===== src/rtl/rca_mul_seq_pkg.sv =====
// ---------------------------------------------------------------------------
// rca_mul_seq_pkg
// Shared definitions for the sequential shift-add multiplier controller.
//   state_t        : FSM encoding (IDLE / ADD / DONE), also used on the
//                    debug state output
//   DEFAULT_WIDTH  : default operand width (matches the 32-bit adder)
//   bits_for()     : counter width helper that never returns zero
// ---------------------------------------------------------------------------
package rca_mul_seq_pkg;

    localparam int DEFAULT_WIDTH = 32;

    typedef enum logic [1:0] {
        ST_IDLE = 2'd0,
        ST_ADD  = 2'd1,
        ST_DONE = 2'd2
    } state_t;

    // $clog2 yields 0 for n<=1.  A counter still needs one bit, or the
    // declaration collapses to a zero-width vector.
    function automatic int bits_for(input int n);
        int w;
        w = $clog2(n);
        return (w < 1) ? 1 : w;
    endfunction

endpackage


===== src/rtl/rca_mul_seq_if.sv =====
// ---------------------------------------------------------------------------
// rca_mul_seq_if
// Request/result bus between a requester (master) and the multiplier (slave).
//   start   : request, master -> slave
//   mcand   : multiplicand, master -> slave
//   mplier  : multiplier, master -> slave
//   busy    : operation in progress, slave -> master
//   done    : one-cycle completion pulse, slave -> master
//   hi, lo  : product upper/lower halves, slave -> master
//
// Handshake: start is a level request.  The slave accepts it only on a clock
// edge where it is idle; mcand/mplier are captured at that same edge and are
// ignored afterwards.  busy rises the cycle after acceptance and stays high
// through the done cycle.  done pulses for exactly one cycle, and hi/lo are
// valid from then on until the next accepted start.  A start that is still
// high while done is high is not taken until the following idle cycle.
// ---------------------------------------------------------------------------
interface rca_mul_seq_if
    import rca_mul_seq_pkg::*;
#(
    parameter int WIDTH = DEFAULT_WIDTH
);
    logic             start;
    logic [WIDTH-1:0] mcand;
    logic [WIDTH-1:0] mplier;
    logic             busy;
    logic             done;
    logic [WIDTH-1:0] hi;
    logic [WIDTH-1:0] lo;

    modport master (
        output start, mcand, mplier,
        input  busy, done, hi, lo
    );

    modport slave (
        input  start, mcand, mplier,
        output busy, done, hi, lo
    );
endinterface


===== src/rtl/rca_mul_seq.sv =====
// ---------------------------------------------------------------------------
// rca_mul_seq
// Sequential unsigned shift-add multiplier.  It does not contain an adder:
// it time-shares an external WIDTH-bit ripple-carry adder, driving its A/B/cIn
// and sampling Sum/cOut once SETTLE cycles have passed in each iteration.
// WIDTH iterations produce the 2*WIDTH-bit product in {hi, lo}.
//
// Parameters
//   WIDTH    operand width, equal to the adder width
//   SETTLE   cycles the adder gets to settle per iteration (>= 1)
// Ports
//   clk        clock, rising edge
//   reset      asynchronous, active-high reset
//   bus        request/result bus (slave side)
//   add_a      adder operand A (running upper half of the product)
//   add_b      adder operand B (multiplicand or zero)
//   add_cin    adder carry-in, held at 0
//   add_sum    adder sum
//   add_cout   adder carry-out
//   dbg_state  current FSM state
// ---------------------------------------------------------------------------
module rca_mul_seq
    import rca_mul_seq_pkg::*;
#(
    parameter int WIDTH  = DEFAULT_WIDTH,
    parameter int SETTLE = 1
) (
    input  logic             clk,
    input  logic             reset,
    rca_mul_seq_if.slave     bus,
    output logic [WIDTH-1:0] add_a,
    output logic [WIDTH-1:0] add_b,
    output logic             add_cin,
    input  logic [WIDTH-1:0] add_sum,
    input  logic             add_cout,
    output state_t           dbg_state
);

    localparam int ITER_W = bits_for(WIDTH);
    localparam int CNT_W  = bits_for(SETTLE + 1);

    localparam logic [ITER_W-1:0] ITER_LAST   = ITER_W'(WIDTH - 1);
    localparam logic [CNT_W-1:0]  SETTLE_LAST = CNT_W'(SETTLE - 1);

    state_t             state;
    logic [WIDTH-1:0]   hi;
    logic [WIDTH-1:0]   lo;
    logic [WIDTH-1:0]   mcand_r;
    logic [ITER_W-1:0]  iter;
    logic [CNT_W-1:0]   wait_cnt;
    logic               busy;
    logic               done;

    // Adder operands are only presented while iterating; outside ADD the
    // shared adder sees zeros so the ALU path is not disturbed by stale data.
    always_comb begin
        add_a   = '0;
        add_b   = '0;
        add_cin = 1'b0;
        if (state == ST_ADD) begin
            add_a = hi;
            add_b = lo[0] ? mcand_r : '0;
        end
    end

    always_ff @(posedge clk or posedge reset) begin
        if (reset) begin
            state    <= ST_IDLE;
            hi       <= '0;
            lo       <= '0;
            mcand_r  <= '0;
            iter     <= '0;
            wait_cnt <= '0;
            busy     <= 1'b0;
            done     <= 1'b0;
        end else begin
            case (state)
                ST_IDLE: begin
                    done <= 1'b0;
                    if (bus.start) begin
                        // lo starts as the multiplier and is shifted out one
                        // bit per iteration while product bits shift in.
                        hi       <= '0;
                        lo       <= bus.mplier;
                        mcand_r  <= bus.mcand;
                        iter     <= '0;
                        wait_cnt <= '0;
                        busy     <= 1'b1;
                        state    <= ST_ADD;
                    end
                end

                ST_ADD: begin
                    if (wait_cnt == SETTLE_LAST) begin
                        // Carry-out becomes the new hi MSB, so the full
                        // WIDTH+1-bit partial sum survives the right shift.
                        {hi, lo} <= {add_cout, add_sum, lo[WIDTH-1:1]};
                        wait_cnt <= '0;
                        iter     <= iter + ITER_W'(1);
                        if (iter == ITER_LAST) begin
                            done  <= 1'b1;
                            state <= ST_DONE;
                        end
                    end else begin
                        wait_cnt <= wait_cnt + CNT_W'(1);
                    end
                end

                ST_DONE: begin
                    // start is deliberately not looked at here; a held start
                    // is picked up on the next IDLE cycle.
                    done  <= 1'b0;
                    busy  <= 1'b0;
                    state <= ST_IDLE;
                end

                default: begin
                    done  <= 1'b0;
                    busy  <= 1'b0;
                    state <= ST_IDLE;
                end
            endcase
        end
    end

    assign bus.busy  = busy;
    assign bus.done  = done;
    assign bus.hi    = hi;
    assign bus.lo    = lo;
    assign dbg_state = state;

endmodule


===== src/flat_wrapper.sv =====
// flat-port wrapper written by rule: the top's interface ports become plain ports
module rca_mul_seq_flat import rca_mul_seq_pkg::*;
#(
    parameter int WIDTH  = DEFAULT_WIDTH,
    parameter int SETTLE = 1
)
  (clk, reset, add_a, add_b, add_cin, add_sum, add_cout, dbg_state, bus_start, bus_mcand, bus_mplier, bus_busy, bus_done, bus_hi, bus_lo);
  rca_mul_seq_if #(.WIDTH(WIDTH)) bus_i ();
  input  logic clk;
  input  logic reset;
  output logic [WIDTH-1:0] add_a;
  output logic [WIDTH-1:0] add_b;
  output logic add_cin;
  input  logic [WIDTH-1:0] add_sum;
  input  logic add_cout;
  output state_t dbg_state;
  input wire logic [$bits(bus_i.start)-1:0] bus_start;
  input wire logic [$bits(bus_i.mcand)-1:0] bus_mcand;
  input wire logic [$bits(bus_i.mplier)-1:0] bus_mplier;
  output wire logic [$bits(bus_i.busy)-1:0] bus_busy;
  output wire logic [$bits(bus_i.done)-1:0] bus_done;
  output wire logic [$bits(bus_i.hi)-1:0] bus_hi;
  output wire logic [$bits(bus_i.lo)-1:0] bus_lo;
  assign bus_i.start = bus_start;
  assign bus_i.mcand = bus_mcand;
  assign bus_i.mplier = bus_mplier;
  assign bus_busy = bus_i.busy;
  assign bus_done = bus_i.done;
  assign bus_hi = bus_i.hi;
  assign bus_lo = bus_i.lo;
  rca_mul_seq #(.WIDTH(WIDTH), .SETTLE(SETTLE)) u_core (.clk(clk), .reset(reset), .bus(bus_i), .add_a(add_a), .add_b(add_b), .add_cin(add_cin), .add_sum(add_sum), .add_cout(add_cout), .dbg_state(dbg_state));
endmodule

===== config.mk =====
export PLATFORM = sky130hd
export DESIGN_NAME = rca_mul_seq_flat
export DESIGN_NICKNAME = d
export VERILOG_FILES = /design/src/rtl/rca_mul_seq_pkg.sv /design/src/rtl/rca_mul_seq_if.sv /design/src/rtl/rca_mul_seq.sv /design/src/flat_wrapper.sv
export SDC_FILE = /design/constraint.sdc
export NUM_CORES = 1
export LEC_CHECK = 0
export CORE_MARGIN = 1.5
export CORE_UTILIZATION = 37
export CTS_CLUSTER_DIAMETER = 50
export DETAILED_ROUTE_END_ITERATION = 10
export PLACE_DENSITY = 0.75
export SETUP_SLACK_MARGIN = 0.02
export SLEW_MARGIN = 20
export SYNTH_ARGS = -nofsm -noshare
export SYNTH_HDL_FRONTEND = slang
export SYNTH_SLANG_ARGS = --single-unit

===== constraint.sdc =====
create_clock -name clk -period 3.2 [get_ports clk]
set_input_delay 0.48 -clock clk [delete_from_list [all_inputs] [get_ports clk]]
set_output_delay 0.48 -clock clk [all_outputs]
set_load 0.05 [all_outputs]

==> results.tsv, run 1 <==
metric	value	unit
outcome	finished, final reports clean	
flop and latch count out of synthesis	105	
sum of negative setup slack	0	ps
final worst-path cycle share	0.798	
number of flops mapped to enable cells by yosys	0	
clk buf depth	2	
LEAKAGE	3.86	nW
Post-synth top cells	105 x dfrtp_1, 35 x o21ai_0, 34 x a22o_1	
Core Util, Final	0.651	
library cells used by synthesis	28	
Avg Cell Area, Syn	11.4	µm²
# H-tree levels	3	
synth top area cells	dfrtp_1 54%, mux2_4 8.3%, a22o_1 6.1%	
GR Overflow Total	0	
DR pass1 iterations	4	
Worst Skew	7.47	ps
WHS	478	ps
Final Hold Fails	0	
Worst setup SP type	flop	
CTS root buf	clkbuf_16	
Buffers on Ports	231	
Worst Path Arrival	2080	ps
max-slew violations	0	
drt total wl	14.4	mm
Die Footprint	13900	µm²
clock slew at reported path FFs	70	ps
sequential area share after synthesis	0.538	
post-synthesis cell area	4880	µm²
Mapped Cells	427	
post-cts repair resize count	0	
post-route ant nets	0	
vias in the first global route	4271	
Max Freq	0.391	GHz
share of cells above drive strength 1	0.198	
clock sink count	105	
Vias/cell	5.06	
DIE HEIGHT	118	µm
Post-route DRC	0	
VDD IR-drop max	0.000608	V
CTS tree	yes	
Final setup viols	0	
Initial Utilization	0.384	
Post-Syn Nets	529	
Worst-Margin Slew	836	ps
area grow syn2layout	69.6	%
top-count cell post-synth	dfrtp_1	
dpl hpwl	10.6	mm
Yosys warning total	0	
first-pass GRT wire length	23.3	mm
diodes inserted	0	
area share of the largest cell type after synthesis	0.538	
max-capacitance violation count	0	
Final GP Congestion	0.807	
Post-CTS Hold Buffers	0	
pin count of the biggest net entering global routing	76	
core region area	12700	µm²
Num CTS Buffers	9	
Nets	742	
post-synth top area cell	dfrtp_1	
worst slack at placement	958	ps
relative slew slack	0.442	
row count	41	
width of the die	118	µm
Crit Path Max Fanout	13	
Ports	233	
setup ws final	645	ps
Power Density	1150	nW/µm²
DR WL/cell	17.6	µm
Worst Hold Class	reg2reg	
Crit path required time	2720	ps
Top FF cell, synth	dfrtp_1	
gr usage total	0.208	
DR vias	4137	
WS Path Type	reg2out	
DRT iter0 DRCs	270	
fin crit period	2560	ps
CP endpoint kind	primary output	
setup bufs post-CTS	0	
Async SR Flop Fraction	1.00	
Worst-Skew Late Latency	340	ps
RSZ-0062 raised after global routing	false	
initial antenna violation count	0	
## worst max-delay path, stage by stage, from the launching register on
cell and delay [ps]:
dfrtp_1 600, buf_4 260, clkdlybuf4s50_1 870
## power by group
group / leakage (nW) / switching, W / internal [W]
Clock: 0.141 / 0.000512 / 0.000561
Sequential: 1.26 / 0.000459 / 0.00191
Combinational: 2.46 / 0.00348 / 0.00260
## cell type report
type                       instances  area (µm²)
fill                            1002        4450
clock inverter                     6        50.0
timing repair buffer             242        3090
clock buffer                      10         239
tap                              172         215
inverter                           3        15.0
multi-input combinational        279        2040
sequential                       105        2630
## per-layer routing
metal  track usage  vias to the layer above  share of wire
met4        0.0572                        0          0.012
met1         0.261                     2044           0.42
li1              -                     1926              -
met2         0.363                      153           0.52
met3        0.0441                       14          0.053
met5             0                        -              0
## flip-flops by register name (all words and copies together), names as in the netlist
signal	flops
u_core.mcand_r	32
u_core.dbg_state	2
u_core.bus.busy	1
u_core.bus.done	1
u_core.iter	5
u_core.bus.hi	32
u_core.bus.lo	32
## cell families after synthesis
group / count (synthesis) / share of synthesized area
buffers and inverters: 43 / 0.0467
multiplexers: 35 / 0.101
flip-flops: 105 / 0.538
adder cells (fa/ha/maj): 2 / 0.00513
AND/OR/NAND/NOR: 135 / 0.171
AO/OA/AOI/OAI: 106 / 0.137
other: 1 / 0.000768
## placed cells by master, fill, tap and decap left out, types with 2 or more instances in the layout
cell type / synthesis / routed
clkdlybuf4s50_1: 0 / 167
dfrtp_1: 105 / 104
buf_12: 2 / 68
o21ai_0: 35 / 35
a22o_1: 34 / 34
and2_1: 33 / 33
and3_1: 33 / 33
a21oi_1: 32 / 32
nand2_1: 31 / 31
and3b_1: 27 / 27
mux2_4: 27 / 27
clkbuf_16: 0 / 9
buf_4: 1 / 7
mux2_2: 5 / 5
nor2b_1: 5 / 4
a22oi_1: 4 / 4
mux2i_1: 3 / 3
clkinvlp_4: 0 / 2
nor2_1: 2 / 2
inv_1: 3 / 2
ha_1: 2 / 2
inv_6: 0 / 2
## worst paths after layout
kind / startpoint / to / slack [ps] / cells past startpoint
setup / recovery: u_core.dbg_state[1] / dbg_state[1] / 640 / 2
hold / removal: u_core.iter[3] / u_core.iter[3] / 480 / 1
setup reg to reg: u_core.dbg_state[0] / u_core.mcand_r[31] / 1010 / 4
hold reg to reg: u_core.iter[3] / u_core.iter[3] / 480 / 1
max in group asynchronous: reset / u_core.dbg_state[0] / 1890 / 3
min in group asynchronous: reset / u_core.mcand_r[3] / 640 / 2
## stage by stage
step           cells  instance area [µm²]  power [W]
5_1_grt          817                 8280    0.00991
3_3_place_gp     801                 7990    0.00836
3_5_place_dp     801                 7990    0.00849
2_1_floorplan    427                 4880    0.00578
4_1_cts          817                 8280    0.00959
6_report         817                 8280    0.00952
(Power assumes the default switching activity.)
==> inputs of run 2 (changes only) <==
--- a/config.mk
+++ b/config.mk
@@ -6,10 +6,10 @@
 export NUM_CORES = 1
 export LEC_CHECK = 0
 export CORE_MARGIN = 1.5
-export CORE_UTILIZATION = 37
+export CORE_UTILIZATION = 41
 export CTS_CLUSTER_DIAMETER = 50
 export DETAILED_ROUTE_END_ITERATION = 10
-export PLACE_DENSITY = 0.75
+export PLACE_DENSITY = 0.79
 export SETUP_SLACK_MARGIN = 0.02
 export SLEW_MARGIN = 20
 export SYNTH_ARGS = -nofsm -noshare
==> constraint.sdc (replaced) <==
create_clock -name clk -period 2.55 [get_ports clk]
set_input_delay 0.3825 -clock clk [delete_from_list [all_inputs] [get_ports clk]]
set_output_delay 0.3825 -clock clk [all_outputs]
set_load 0.05 [all_outputs]
==> run 2 against run 1 <==
The run now ends with DRC left; worst setup slack got worse by 410 ps; combinational power is 26% higher; global-route usage rose by 1.4 points; count of clock-buffer cells in the layout is 1 higher; utilization is 6.6 points higher; clock power grew 37%; die area fell by 9.5%; sequential cell count did not move; cell count is 3.7% lower; via count is 0.99% lower; critical path type unchanged; critical endpoint is now add_b[19]; highest routed layer unchanged.
==> results.tsv, run 2 (synthesized netlist as in run 1, its figures left out) <==
metric	value	unit	change
Max Freq	0.432	GHz	
Buffers on Ports	231		unchanged
row count	39		-4.9%
setup ws final	233	ps	-412 ps
initial antenna violation count	0		unchanged
RSZ-0062 raised after global routing	false		
Die Footprint	12600	µm²	-9.5%
Worst Path Arrival	1930	ps	-150 ps
CTS tree	yes		
clock sink count	105		unchanged
hold depth	1		unchanged
Num CTS Buffers	9		unchanged
DIE HEIGHT	112	µm	-4.9%
DR vias	4096		-0.99%
post-cts repair resize count	0		unchanged
core region area	11500	µm²	-9.5%
worst slack at placement	414	ps	-544 ps
CP endpoint kind	primary output		
Initial Utilization	0.424		+0.0402
RR Endpoint	u_core.bus.hi[6]		
first-pass GRT wire length	22.3	mm	-4.5%
WS Path Type	reg2out		
Min-Delay Endpoint	u_core.iter[3]		
GR Overflow Total	0		unchanged
clock slew at reported path FFs	70	ps	about the same
biggest regs	u_core.bus.hi (32), u_core.bus.lo (32), u_core.mcand_r (32)		
fin crit period	2320	ps	
Final Hold Fails	0		unchanged
Worst setup SP type	flop		
LEAKAGE	3.86	nW	about the same
Post-CTS Hold Buffers	0		unchanged
Final setup viols	0		unchanged
vias in the first global route	4266		-0.12%
DR WL/cell	17.6	µm	-0.32%
VDD IR-drop max	0.000987	V	+62%
width of the die	112	µm	-4.9%
failing checks	DRC		
max-capacitance violation count	0		unchanged
sum of negative setup slack	0	ps	unchanged
Hold Path Origin	u_core.iter[3]		
Crit Path Max Fanout	48		+35
DR pass1 iterations	8		+4
Worst-Skew Late Latency	340	ps	about the same
clk buf depth	2		unchanged
CTS root buf	clkbuf_16		
placed insts	771		-3.7%
R2R depth	4		unchanged
Crit path required time	2170	ps	-550 ps
diodes inserted	0		unchanged
Worst Hold Class	reg2reg		
DP Area	7940	µm²	-0.63%
Final GP Congestion	0.808		+0.11%
launching point of the worst reg2reg path	u_core.dbg_state[0]		
gr usage total	0.222		+0.0144
DRT iter0 DRCs	287		+6.3%
outcome	complete, but fails checks		
# H-tree levels	3		unchanged
max-slew violations	0		unchanged
Nets	741		-0.13%
most frequent cells in the layout	165 x clkdlybuf4s50_1, 105 x dfrtp_1, 68 x buf_12		
leading cell type in the layout, fill and taps excluded	clkdlybuf4s50_1		
setup slack, reg-to-reg	710	ps	-300 ps
drt total wl	13.8	mm	-4.0%
Layout Cells excl Fill	787		-3.7%
Vias/cell	5.20		+2.8%
Ports	233		unchanged
relative slew slack	0.613		+0.172
post-route cell area	8250	µm²	-0.32%
final worst-path cycle share	0.909		
area grow syn2layout	69.1	%	
Post-route DRC	15		+15
Power Density	1460	nW/µm²	+27%
Worst-Margin Slew	580	ps	-256 ps
Worst Skew	5.84	ps	-1.63 ps
setup bufs post-CTS	0		unchanged
share of cells above drive strength 1	0.196		-0.00280
dpl hpwl	9.82	mm	-7.3%
pin count of the biggest net entering global routing	106		+39%
post-route ant nets	0		unchanged
==> run 2: changes by cell type in the layout (fill, tap and decap cells not counted), sizes merged <==
cell | previous run | this run
buf | 75 | 76
clkinv | 2 | 1
clkdlybuf4s50 | 167 | 165
bufinv | 0 | 2
inv | 5 | 2
clkinvlp | 2 | 3
clkbuf | 10 | 11
==> run 2: cell type report <==
class	count	area, µm²
clock buffer	11	233
multi-input combinational	279	2040
fill	827	3270
tap	143	179
sequential	105	2630
timing repair buffer	241	3070
clock inverter	5	80.1
inverter	3	15.0
==> run 2: worst max-delay path, stage by stage, from the launching register on <==
cell and delay (ps):
dfrtp_1 520, nor2b_4 240, buf_4 370, and3_1 290, buf_12 150
==> run 2: how the worst max path moves through the flow <==
stage | startpoint | end | slack (ps)
after floorplan | u_core.dbg_state[0] | add_a[28] | 350
after global placement | bus_start | u_core.mcand_r[6] | 440
after detailed placement | bus_start | u_core.mcand_r[16] | 410
after CTS | u_core.dbg_state[0] | add_b[20] | 210
after global routing | u_core.dbg_state[0] | add_b[20] | 120
final | u_core.dbg_state[0] | add_b[19] | 230
==> run 2: per-stage QoR <==
step	power, W	utilization	hold WS [ps]
floorplan	0.00726	-	437
global placement	0.0105	0.689	459
detailed placement	0.0106	0.689	464
CTS	0.0121	0.716	475
global route	0.0125	0.716	521
finish	0.0121	0.716	479
==> run 2: power by group <==
part | leakage [nW] | switching, W | internal [W]
combinational | 2.45 | 0.00437 | 0.00326
clock | 0.146 | 0.000609 | 0.000860
sequential | 1.26 | 0.000552 | 0.00240
==> run 2: routing by layer <==
| metal | part of all wire | vias to the layer above | global-route usage |
|---|---|---|---|
| met5 | 0 | - | 0 |
| met4 | 0.021 | 0 | 0.0793 |
| met3 | 0.081 | 25 | 0.0572 |
| met2 | 0.51 | 150 | 0.382 |
| met1 | 0.39 | 1999 | 0.273 |
| li1 | - | 1922 | - |
==> inputs of run 3 (changes only) <==
--- a/config.mk
+++ b/config.mk
@@ -9,6 +9,7 @@
 export CORE_UTILIZATION = 41
 export CTS_CLUSTER_DIAMETER = 50
 export DETAILED_ROUTE_END_ITERATION = 10
+export GPL_TIMING_DRIVEN = 0
 export PLACE_DENSITY = 0.79
 export SETUP_SLACK_MARGIN = 0.02
 export SLEW_MARGIN = 20
==> run 3 against run 2 <==
The run still ends with DRC left; wire length rose by 3.3%; largest cell class unchanged; maximum frequency fell by 3.0%; count of clock-buffer cells in the layout shrank 1.
==> results.tsv, run 3 (synthesized netlist as in run 1, its figures left out) <==
metric	value	unit	change
outcome	complete, but fails checks		
failing checks	DRC		
drt total wl	14.3	mm	+3.3%
Post-route DRC	15		unchanged
stages on the worst setup path	7		+3
DP Area	7430	µm²	-6.3%
Nets	774		+4.5%
DR pass1 iterations	7		-1
row count	39		unchanged
Worst-Skew Late Latency	350	ps	about the same
GR Overflow Total	0		unchanged
total power	0.0108	W	-10%
Max Freq	0.419	GHz	-3.0%
dpl hpwl	10.8	mm	+9.6%
leading cell type in the layout, fill and taps excluded	clkdlybuf4s50_1		
RSZ-0062 raised after global routing	false		
DR WL/cell	17.4	µm	-0.86%
LEAKAGE	3.64	nW	-5.8%
final worst-path cycle share	0.937		+0.0278
CTS tree	yes		
CTS root buf	clkbuf_16		
DIE HEIGHT	112	µm	unchanged
Num CTS Buffers	9		unchanged
area grow syn2layout	60.3	%	
biggest regs	u_core.bus.hi (32), u_core.bus.lo (32), u_core.mcand_r (32)		
gr usage total	0.231		+0.00839
core region area	11500	µm²	unchanged
DR vias	4260		+4.0%
post-cts repair resize count	202		+202
Largest stage delay, worst path	400	ps	-120 ps
met3 GRT Util	0.0508		-0.00648
Ports	233		unchanged
gr busiest metal	met2		
GRT met2 Usage	0.400		+0.0188
CP endpoint kind	primary output		
Crit Path Max Fanout	10		-79%
Crit path required time	2170	ps	about the same
Final Hold Fails	0		unchanged
Power Density	1380	nW/µm²	-5.2%
sequence of cells on the critical path	buf_6 -> nor2b_1 -> clkbuf_4 -> buf_4 -> buf_4 -> and2_1 -> buf_2		
relative slew slack	0.621		+0.00786
launching point of the worst reg2reg path	u_core.dbg_state[0]		
placed insts	804		+4.3%
clk buf depth	2		unchanged
Die Footprint	12600	µm²	unchanged
vias in the first global route	4446		+4.2%
first-pass GRT wire length	23.2	mm	+4.4%
initial antenna violation count	0		unchanged
Worst Hold Class	in2async		
Initial Utilization	0.424		unchanged
Buffers & Inverters on Critical Path	5		+3
post-route ant nets	0		unchanged
# fillers	887		+7.3%
Vias/cell	5.20		-0.18%
max-capacitance violation count	0		unchanged
CP most frequent cell	buf_4		
DRT iter0 DRCs	212		-26%
Buffers on Ports	231		unchanged
width of the die	112	µm	unchanged
GR Util met1	0.292		+0.0184
diodes inserted	0		unchanged
clock slew at reported path FFs	70	ps	about the same
setup bufs post-CTS	0		unchanged
Final setup viols	0		unchanged
share of cells above drive strength 1	0.199		+0.00376
VDD IR-drop max	0.000870	V	-12%
register area	2630	µm²	about the same
# H-tree levels	3		unchanged
Worst Path Arrival	2010	ps	+80 ps
Layout Cells excl Fill	820		+4.2%
pin count of the biggest net entering global routing	35		-67%
clock sink count	105		unchanged
most frequent cells in the layout	167 x clkdlybuf4s50_1, 104 x dfrtp_1, 62 x clkdlybuf4s15_2		
post-route cell area	7820	µm²	-5.2%
CP startpoint	u_core.dbg_state[1]		
Worst Skew	11.2	ps	+5.35 ps
CP delay by family, top	buffers and inverters		
Post-CTS Hold Buffers	0		unchanged
max-slew violations	0		unchanged
R2R depth	5		+1
area of the multi-input gates	2020	µm²	-0.92%
Final GP Congestion	0.834		+3.2%
CP max stage cell	dfrtp_1		
fin crit period	2390	ps	+70.9 ps
WS Path Type	reg2out		
Worst setup SP type	flop		
Worst-Margin Slew	566	ps	-13.6 ps
## run 3: changes by cell type in the layout (fill, tap and decap cells not counted), moves of 3 or more
cell / change
buf_12: -63
clkdlybuf4s15_2: +62
clkbuf_1: +19
clkbuf_2: +6
buf_4: -5
buf_2: +4
buf_6: +3
clkinv_4: +3
inv_8: +3
## run 3: final cells by class
type	count	area share
multi-input combinational	279	0.259
inverter	3	0.00192
sequential	105	0.336
clock inverter	6	0.00768
tap	143	0.0229
timing repair buffer	234	0.312
clock buffer	10	0.0306
buffer	40	0.0296
## run 3: layer usage
| metal | routed length (µm) | up-vias |
|---|---|---|
| li1 | - | 2001 |
| met1 | 5820 | 2084 |
| met2 | 7150 | 154 |
| met3 | 1060 | 21 |
| met4 | 243 | 0 |
| met5 | 0 | - |
## run 3: stage by stage
step | worst slack (ps) | setup TNS, ps | util | hold slack, ps
after global routing | 48.5 | 0 | 0.679 | 361
after global placement | -308 | -14090 | 0.640 | 454
after floorplan | 349 | 0 | - | 437
after CTS | 20.0 | 0 | 0.678 | 342
after detailed placement | -295 | -4490 | 0.646 | 485
final | 162 | 0 | 0.679 | 343
## run 3: worst paths after layout
kind | endpoint | slack, ps
min | u_core.mcand_r[10] | 340
max | add_a[29] | 160
min in group clk | u_core.iter[3] | 490
max reg2reg | u_core.iter[2] | 870
max in group asynchronous | u_core.dbg_state[0] | 1490
min reg2reg | u_core.iter[3] | 490
## run 3: report_power, final
group          switching (W)  total (W)  internal (W)
Sequential          0.000571    0.00297       0.00240
Combinational        0.00417    0.00649       0.00232
Clock               0.000657    0.00137      0.000716
